$ cat src/rtl/stash_scanner.sv
// Read-side scanner for the Stash circular sample buffer.
// It steps the Stash read pointer once around the buffer and streams every sample with its index.
module stash_scanner #(
    parameter  int unsigned DEPTH  = 5,
    parameter  int unsigned SETTLE = 1,
    parameter  int unsigned DATA_W = 8,
    localparam int unsigned IDX_W  = $clog2(DEPTH)
) (
    input  logic              clk,
    input  logic              reset,
    input  logic              start,
    input  logic [DATA_W-1:0] stash_sample,
    input  logic              stash_write,
    output logic              next_sample,
    output logic [DATA_W-1:0] out_data,
    output logic [IDX_W-1:0]  out_index,
    output logic              out_valid,
    input  logic              out_ready,
    output logic              out_last,
    output logic              busy,
    output logic              aborted
);

    localparam int unsigned CNT_W = (SETTLE > 1) ? $clog2(SETTLE) : 1;
    localparam logic [CNT_W-1:0] CNT_INIT = CNT_W'(SETTLE - 1);
    localparam logic [IDX_W-1:0] IDX_LAST = IDX_W'(DEPTH - 1);

    typedef enum logic [1:0] {
        S_IDLE,
        S_SETTLE,
        S_PRESENT,
        S_ADVANCE
    } state_t;

    state_t            state, state_nx;
    logic [IDX_W-1:0]  idx, idx_nx;
    logic [CNT_W-1:0]  cnt, cnt_nx;
    logic              next_sample_nx;
    logic [DATA_W-1:0] out_data_nx;
    logic [IDX_W-1:0]  out_index_nx;
    logic              out_valid_nx;
    logic              out_last_nx;
    logic              busy_nx;
    logic              aborted_nx;
    logic              abort_c;

    // A Stash write mid-scan moves its read pointer, so the walk is no longer meaningful.
    assign abort_c = busy && stash_write;

    // State and registered outputs
    always_ff @(posedge clk) begin
        if (reset) begin
            state       <= S_IDLE;
            idx         <= '0;
            cnt         <= '0;
            next_sample <= 1'b0;
            out_data    <= '0;
            out_index   <= '0;
            out_valid   <= 1'b0;
            out_last    <= 1'b0;
            busy        <= 1'b0;
            aborted     <= 1'b0;
        end else begin
            state       <= state_nx;
            idx         <= idx_nx;
            cnt         <= cnt_nx;
            next_sample <= next_sample_nx;
            out_data    <= out_data_nx;
            out_index   <= out_index_nx;
            out_valid   <= out_valid_nx;
            out_last    <= out_last_nx;
            busy        <= busy_nx;
            aborted     <= aborted_nx;
        end
    end

    // Next-state logic
    always_comb begin
        state_nx = state;
        if (abort_c) begin
            state_nx = S_IDLE;
        end else begin
            case (state)
                S_IDLE:    if (start) state_nx = S_SETTLE;
                S_SETTLE:  if (cnt == '0) state_nx = S_PRESENT;
                S_PRESENT: if (out_valid && out_ready) state_nx = S_ADVANCE;
                S_ADVANCE: state_nx = (idx == IDX_LAST) ? S_IDLE : S_SETTLE;
                default:   state_nx = S_IDLE;
            endcase
        end
    end

    // Next values of the datapath and output registers
    always_comb begin
        idx_nx         = idx;
        cnt_nx         = cnt;
        next_sample_nx = 1'b0;
        out_data_nx    = out_data;
        out_index_nx   = out_index;
        out_valid_nx   = out_valid;
        out_last_nx    = out_last;
        busy_nx        = busy;
        aborted_nx     = aborted;
        case (state)
            S_IDLE: begin
                if (start) begin
                    idx_nx     = '0;
                    cnt_nx     = CNT_INIT;
                    busy_nx    = 1'b1;
                    aborted_nx = 1'b0;
                end
            end
            S_SETTLE: begin
                if (cnt == '0) begin
                    out_data_nx  = stash_sample;
                    out_index_nx = idx;
                    out_last_nx  = (idx == IDX_LAST);
                    out_valid_nx = 1'b1;
                end else begin
                    cnt_nx = cnt - CNT_W'(1);
                end
            end
            S_PRESENT: begin
                if (out_valid && out_ready) begin
                    out_valid_nx   = 1'b0;
                    next_sample_nx = 1'b1;
                end
            end
            S_ADVANCE: begin
                if (idx == IDX_LAST) begin
                    busy_nx     = 1'b0;
                    out_last_nx = 1'b0;
                end else begin
                    idx_nx = idx + IDX_W'(1);
                    cnt_nx = CNT_INIT;
                end
            end
            default: ;
        endcase
        // Abort overrides whatever the current state would have done, including a handshake.
        if (abort_c) begin
            busy_nx        = 1'b0;
            out_valid_nx   = 1'b0;
            out_last_nx    = 1'b0;
            next_sample_nx = 1'b0;
            aborted_nx     = 1'b1;
        end
    end

endmodule

$ cat config.mk
export PLATFORM = sky130hd
export DESIGN_NAME = stash_scanner
export DESIGN_NICKNAME = d
export VERILOG_FILES = /design/src/rtl/stash_scanner.sv
export SDC_FILE = /design/constraint.sdc
export NUM_CORES = 1
export LEC_CHECK = 0
export BUFFER_PORTS_ARGS = -buffer_cell sky130_fd_sc_hd__buf_4
export CAP_MARGIN = 20
export CORE_UTILIZATION = 44
export CTS_CLUSTER_DIAMETER = 60
export DETAILED_ROUTE_END_ITERATION = 8
export GPL_TIMING_DRIVEN = 0
export PLACE_DENSITY = 0.76
export SYNTH_ARGS = -nofsm -noshare
export SYNTH_HDL_FRONTEND = slang
export SYNTH_SLANG_ARGS = --single-unit
$ cat constraint.sdc
create_clock -name clk -period 1.4 [get_ports clk]
set_clock_uncertainty 0.2 [all_clocks]
set_input_delay 0.07 -clock clk [delete_from_list [all_inputs] [get_ports clk]]
set_output_delay 0.07 -clock clk [all_outputs]
set_load 0.05 [all_outputs]
==> impl_metrics.toml, run 1 <==
[synthesis]
yosys.area_share.simple_pct = 15.34
syn_nets = 120
seq_area_frac_synth_pct = 44.44
synth_fa_ha_area_share_pct = 7.937
synthXorXnorAreaFrac_pct = 0
muxShareOfSynthArea_pct = 14.29
synthCells = 101
synth_area_leaders = "dfxtp_1, mux2i_1, ha_1, nor2_1, nand2_1"
synth.avg_cell_area_um2 = 9.365
ys_warn_count = 0
synth_compound_area_share_pct = 12.57
synth_cell_types = 28
synth_top_family_by_area = "simple AND/OR/NAND/NOR gates"
netlist_area_um2 = 945.9
yosysTopAreaCell = "dfxtp_1"
synth_top_area_share_pct = 44.44
ys_seq_elements = 21

[detailed_routing]
vias = 884
via_per_inst = 5.110
first_iter_violations = 27
wl_per_cell_um = 13.23
ant_nets = 0
drc_errors = 0
wirelength_um = 2288
dr.pass1.iters = 4

[run]
max_cap_viol_count = 0

[clocking]
cts.sinks = 21
clkTransAtPathRegs_ns = 0.12
htree_num_levels = 1
cts_buffers = 3
clock_path_buffers = 2
clock_latency_ns = 0.30
root_buffer = "clkbuf_4"
cts_tree = "done"

[run_status]
violations = "negative setup slack"
status = "finished with violations"

[floorplanning]
ioPinCount = 29
core-area_um2 = 1982
dieArea_um2 = 2339
start_util_pct = 47.73
rows = 16
die_w_um = 48.37
die_y_um = 48.37

[setup_path]
crit_fanout = 5
path_buf_inv = 1
required_ns = 1.45
cpPeakStageDelay_ns = 0.40
worstSetupEndpointType = "flip-flop"
setup.worst_path.class = "flip-flop to flip-flop"
arrival_ns = 1.53
worst_setup_path_start_kind = "flip-flop"
crit_family = "flip-flops"
crit_path_cell_trace = "inv_4 > ha_4 > mux2_4 > a21o_1 > a21oi_2"
crit_slowest_cell = "dfxtp_4"

[final_layout]
final_cells = 173
final.fill_count = 139
regArea_um2 = 432.9
final_cell_mix = "buf_4, dfxtp_1, nor2_1, dlygate4sd3_1, mux2i_1"
multiInputGateArea_um2 = 538.0
n_antenna_cell = 0
syn_to_final_growth_pct = 52.65
final_common_cell = "buf_4"
fin_util_pct = 72.85
final_layout_size_suffix_gt1_share_pct = 34.93
fin_nets = 166

[grt]
grt-ovfl-total = 0
track_usage_pct = 19.19
grt_pass1_wl_um = 3491
antenna_found_initial = 0
grt_start_max_net_pins = 13
grt_pass1_vias = 802

[power_and_ir_drop]
power_density_nw_per_um2 = 1659
leakagePower_nw = 0.6031
ir_worst_vdd_mv = 1.280
power_mw = 2.396

[sta]
rsz0062_at_grt = "yes"
fin_crit_sh_pct = 105.6
hold_viol = 0
hold_slack_ns = 0.09374
maxSlewViolCount = 0
max_clock_freq_ghz = 0.6765
relSlewSlack_pct = 67.26
period_needed_ns = 1.478
worst_pin_slew_ns = 0.4911
setup-violations-final = 10
setup_ws_ns = -0.07819

[placed_design]
dp_slack_ns = -0.1519
io_buffers = 27
dp.cells = 155
place_hpwl_um = 1374
place_congestion = 0.7174

[hold_path]
hold_path_class = "input pin to flip-flop"
-- final timing paths --
path,slack (ns),endpoint,startpoint,cells past startpoint
worst max-delay path,-0.08,idx[1],state[0],5
worst min register to register,0.28,next_sample,out_valid,2
worst min-delay path,0.09,out_data[0],reset,3
worst max register to register,-0.08,idx[1],state[0],5
-- repair_timing --
action,CTS,global route
pin swaps,5,1
hold buffers,13,0
buffers inserted,2,0
hold endpoints to repair,19,0
resized for setup,12,7
endpoints found under the setup margin,16,17
-- cell type report --
type,instances,area share [%]
timing repair buffer,42,24.09
clock inverter,1,0.3466
tap,27,2.340
clock buffer,3,1.560
sequential,21,29.98
buffer,5,3.033
inverter,4,1.386
multi-input combinational,70,37.26
-- where the power goes --
group / total [mW] / switching (mW) / internal (mW)
sequential: 0.836 / 0.114 / 0.722
clock: 0.288 / 0.181 / 0.107
combinational: 1.27 / 0.686 / 0.586
-- cell usage after synthesis, drive strengths merged --
library cell  count
a211oi            1
a21boi            2
a21o              2
a21oi             6
a22oi             1
a31oi             1
buf               4
clkbuf            2
dfxtp            21
ha                6
inv               4
mux2              1
mux2i            12
nand2             9
nand2b            2
nand3             3
nand4             2
nand4b            1
nor2             15
nor2b             1
o211ai            1
o21a              1
o21ai             2
o31a              1
-- worst register-to-register path, stage by stage (launching register included) --
cell and delay (ns):
dfxtp_4 0.40, inv_4 0.05, ha_4 0.16, mux2_4 0.33, a21o_1 0.19, a21oi_2 0.11
-- through the flow --
step / TNS, ns / area (um2)
detailed placement: -1.733 / 1209
global route: -1.089 / 1444
finish: -0.2668 / 1444
floorplan: -0.07819 / 972.2
CTS: -0.1320 / 1413
global placement: -1.411 / 1209
-- metal layers --
metal | track usage [%] | wire length [um] | vias up | share of wire, %
met5 | 0 | 0 | - | 0
met4 | 7.353 | 24 | 0 | 1.0
met3 | 2.830 | 77 | 4 | 3.4
met2 | 34.51 | 1226 | 18 | 54
met1 | 22.90 | 960 | 427 | 42
li1 | - | - | 435 | -
-- cell families after synthesis --
kind of cell | after synthesis
AO/OA/AOI/OAI | 18
AND/OR/NAND/NOR | 33
flip-flops | 21
adder cells (fa/ha/maj) | 6
buffers and inverters | 10
multiplexers | 13
-- flip-flops by register name (all words and copies together) (netlist names) --
name and cells:
aborted 1, busy 1, idx 3, next_sample 1, out_data 8, out_index 3
out_last 1, out_valid 1, state 2
No activity file was read; power rests on OpenSTA's default activity.
==> run 2, diff against run 1 <==
==> constraint.sdc (replaced) <==
create_clock -name clk -period 1.4 [get_ports clk]
set_clock_uncertainty 0.2 [all_clocks]
set_input_delay 0.14 -clock clk [delete_from_list [all_inputs] [get_ports clk]]
set_output_delay 0.14 -clock clk [all_outputs]
set_load 0.05 [all_outputs]
==> run 2 against run 1 <==
- the run still ends with negative setup slack left
- first-iteration DRC count shrank 7.4%
- clock-buffer cell count is the same
- sequential power is essentially flat
- die area is the same
- register-to-register slack gained 0.02 ns
- via count grew 0.45%
- combinational power grew 6%
- total power grew 3.2%
==> impl_metrics.toml, run 2 (same netlist as run 1, synthesis figures left out) <==
[setup_path]
worst-r2r-cell-count = 5
setup.worst_path.class = "flip-flop to flip-flop"
required_ns = 1.46
worst_setup_path_start_kind = "flip-flop"
worstSetupEndpointType = "flip-flop"
arrival_ns = 1.51
crit_fanout = 5
rr_endpoint = "idx[1]"
r2r_setup_slack_ns = -0.06
r2r_start = "state[0]"

[floorplanning]
die_y_um = 48.37
start_util_pct = 47.73
dieArea_um2 = 2339
core-area_um2 = 1982
rows = 16
die_w_um = 48.37
ioPinCount = 29

[power_and_ir_drop]
ir_worst_vdd_mv = 1.280
leakagePower_nw = 0.6143
power_density_nw_per_um2 = 1692

[final_layout]
reg_top3 = "out_data x8, idx x3, out_index x3"
regArea_um2 = 432.9
final_cell_mix = "buf_4, dfxtp_1, nor2_1, dlygate4sd3_1, mux2i_1"
multiInputGateArea_um2 = 530.5
largest_reg_flops = 8
syn_to_final_growth_pct = 54.50
fin_util_pct = 73.74
final.fill_count = 138
top_register = "out_data"
final_layout_size_suffix_gt1_share_pct = 35.37
final_cells = 174
n_antenna_cell = 0
fin_nets = 167
final_common_cell = "buf_4"

[clocking]
root_buffer = "clkbuf_4"
htree_num_levels = 1
cts_buffers = 3
clock_latency_ns = 0.31
cts_tree = "done"
clkTransAtPathRegs_ns = 0.12
cts.sinks = 21
clock_path_buffers = 2

[detailed_routing]
via_per_inst = 5.103
dr.pass1.iters = 4
ant_nets = 0
routed-wl-met2_um = 1175
highest_layer = "met4"
wl_met3_um = 58
first_iter_violations = 25
vias = 888
wl_per_cell_um = 13.11
wl_met1_um = 1016
wirelength_um = 2282
drc_errors = 0

[hold_path]
whs_endpoint = "state[1]"
hold_path_class = "input pin to flip-flop"
hp-start = "reset"
whs_path_depth = 4

[placed_design]
io_buffers = 27
place_congestion = 0.7174
dp.cells = 155
place_hpwl_um = 1374
dp_slack_ns = -0.1519

[run]
max_cap_viol_count = 0

[sta]
rsz0062_at_grt = "yes"
relSlewSlack_pct = 66.88
setup_ws_ns = -0.05725
worst_pin_slew_ns = 0.4968
hold_slack_ns = 0.07399
max_clock_freq_ghz = 0.6862
fin_crit_sh_pct = 104.1
period_needed_ns = 1.457
hold_viol = 0
maxSlewViolCount = 0
setup-violations-final = 10

[grt]
grt_pass1_wl_um = 3477
antenna_found_initial = 0
grt_pass1_vias = 797
track_usage_pct = 19.12
grt_start_max_net_pins = 13
grt-ovfl-total = 0

[run_status]
violations = "negative setup slack"
status = "finished with violations"
-- run 2: worst max-delay path, stage by stage (launching register included) --
cell and delay (ns):
dfxtp_4 0.40, inv_4 0.04, ha_4 0.16, mux2_4 0.33
a21o_1 0.17, a21oi_2 0.10
-- run 2: power breakdown --
part	total (mW)	switching, mW	internal [mW]
clock	0.290	0.184	0.107
sequential	0.834	0.111	0.722
combinational	1.35	0.706	0.643
-- run 2: stage by stage --
step / power, mW / setup TNS (ns) / area, um2
6_report: 2.473 / -0.2616 / 1461
5_1_grt: 2.611 / -1.109 / 1461
4_1_cts: 2.340 / -0.1293 / 1413
3_5_place_dp: 1.903 / -1.733 / 1209
3_3_place_gp: 1.875 / -1.411 / 1209
2_1_floorplan: 1.645 / -0.07819 / 972.2
-- run 2: timing repair --
item / in CTS / in global routing
gates cloned: 0 / 1
pin swaps: 5 / 0
endpoints found under the setup margin: 16 / 17
hold endpoints to repair: 15 / 0
buffers inserted: 2 / 0
hold buffers: 13 / 0
gates resized for setup: 12 / 6
-- run 2: worst max-delay path by stage --
stage	start	end	slack (ns)	cells after the start
6_report	state[0]	idx[1]	-0.06	5
5_1_grt	state[0]	idx[1]	-0.11	5
4_1_cts	state[0]	idx[0]	-0.05	5
3_5_place_dp	idx[0]	state[0]	-0.15	5
3_3_place_gp	idx[0]	state[0]	-0.12	5
2_1_floorplan	state[0]	idx[0]	-0.03	5
-- run 2: final cells by class --
type                    instances  area share [%]
multi-input cells              70           36.30
flip-flops and latches         21           29.62
repair buffers                 43           25.51
plain buffers                   5           2.997
well taps                      27           2.312
clock buffers                   3           1.541
inverters                       4           1.370
clock inverters                 1          0.3425
-- run 2: per-layer routing --
| layer | vias to the layer above | global-route usage (%) |
|---|---|---|
| met5 | - | 0 |
| met1 | 429 | 23.09 |
| met4 | 0 | 7.353 |
| li1 | 438 | - |
| met2 | 17 | 34.04 |
| met3 | 4 | 2.830 |
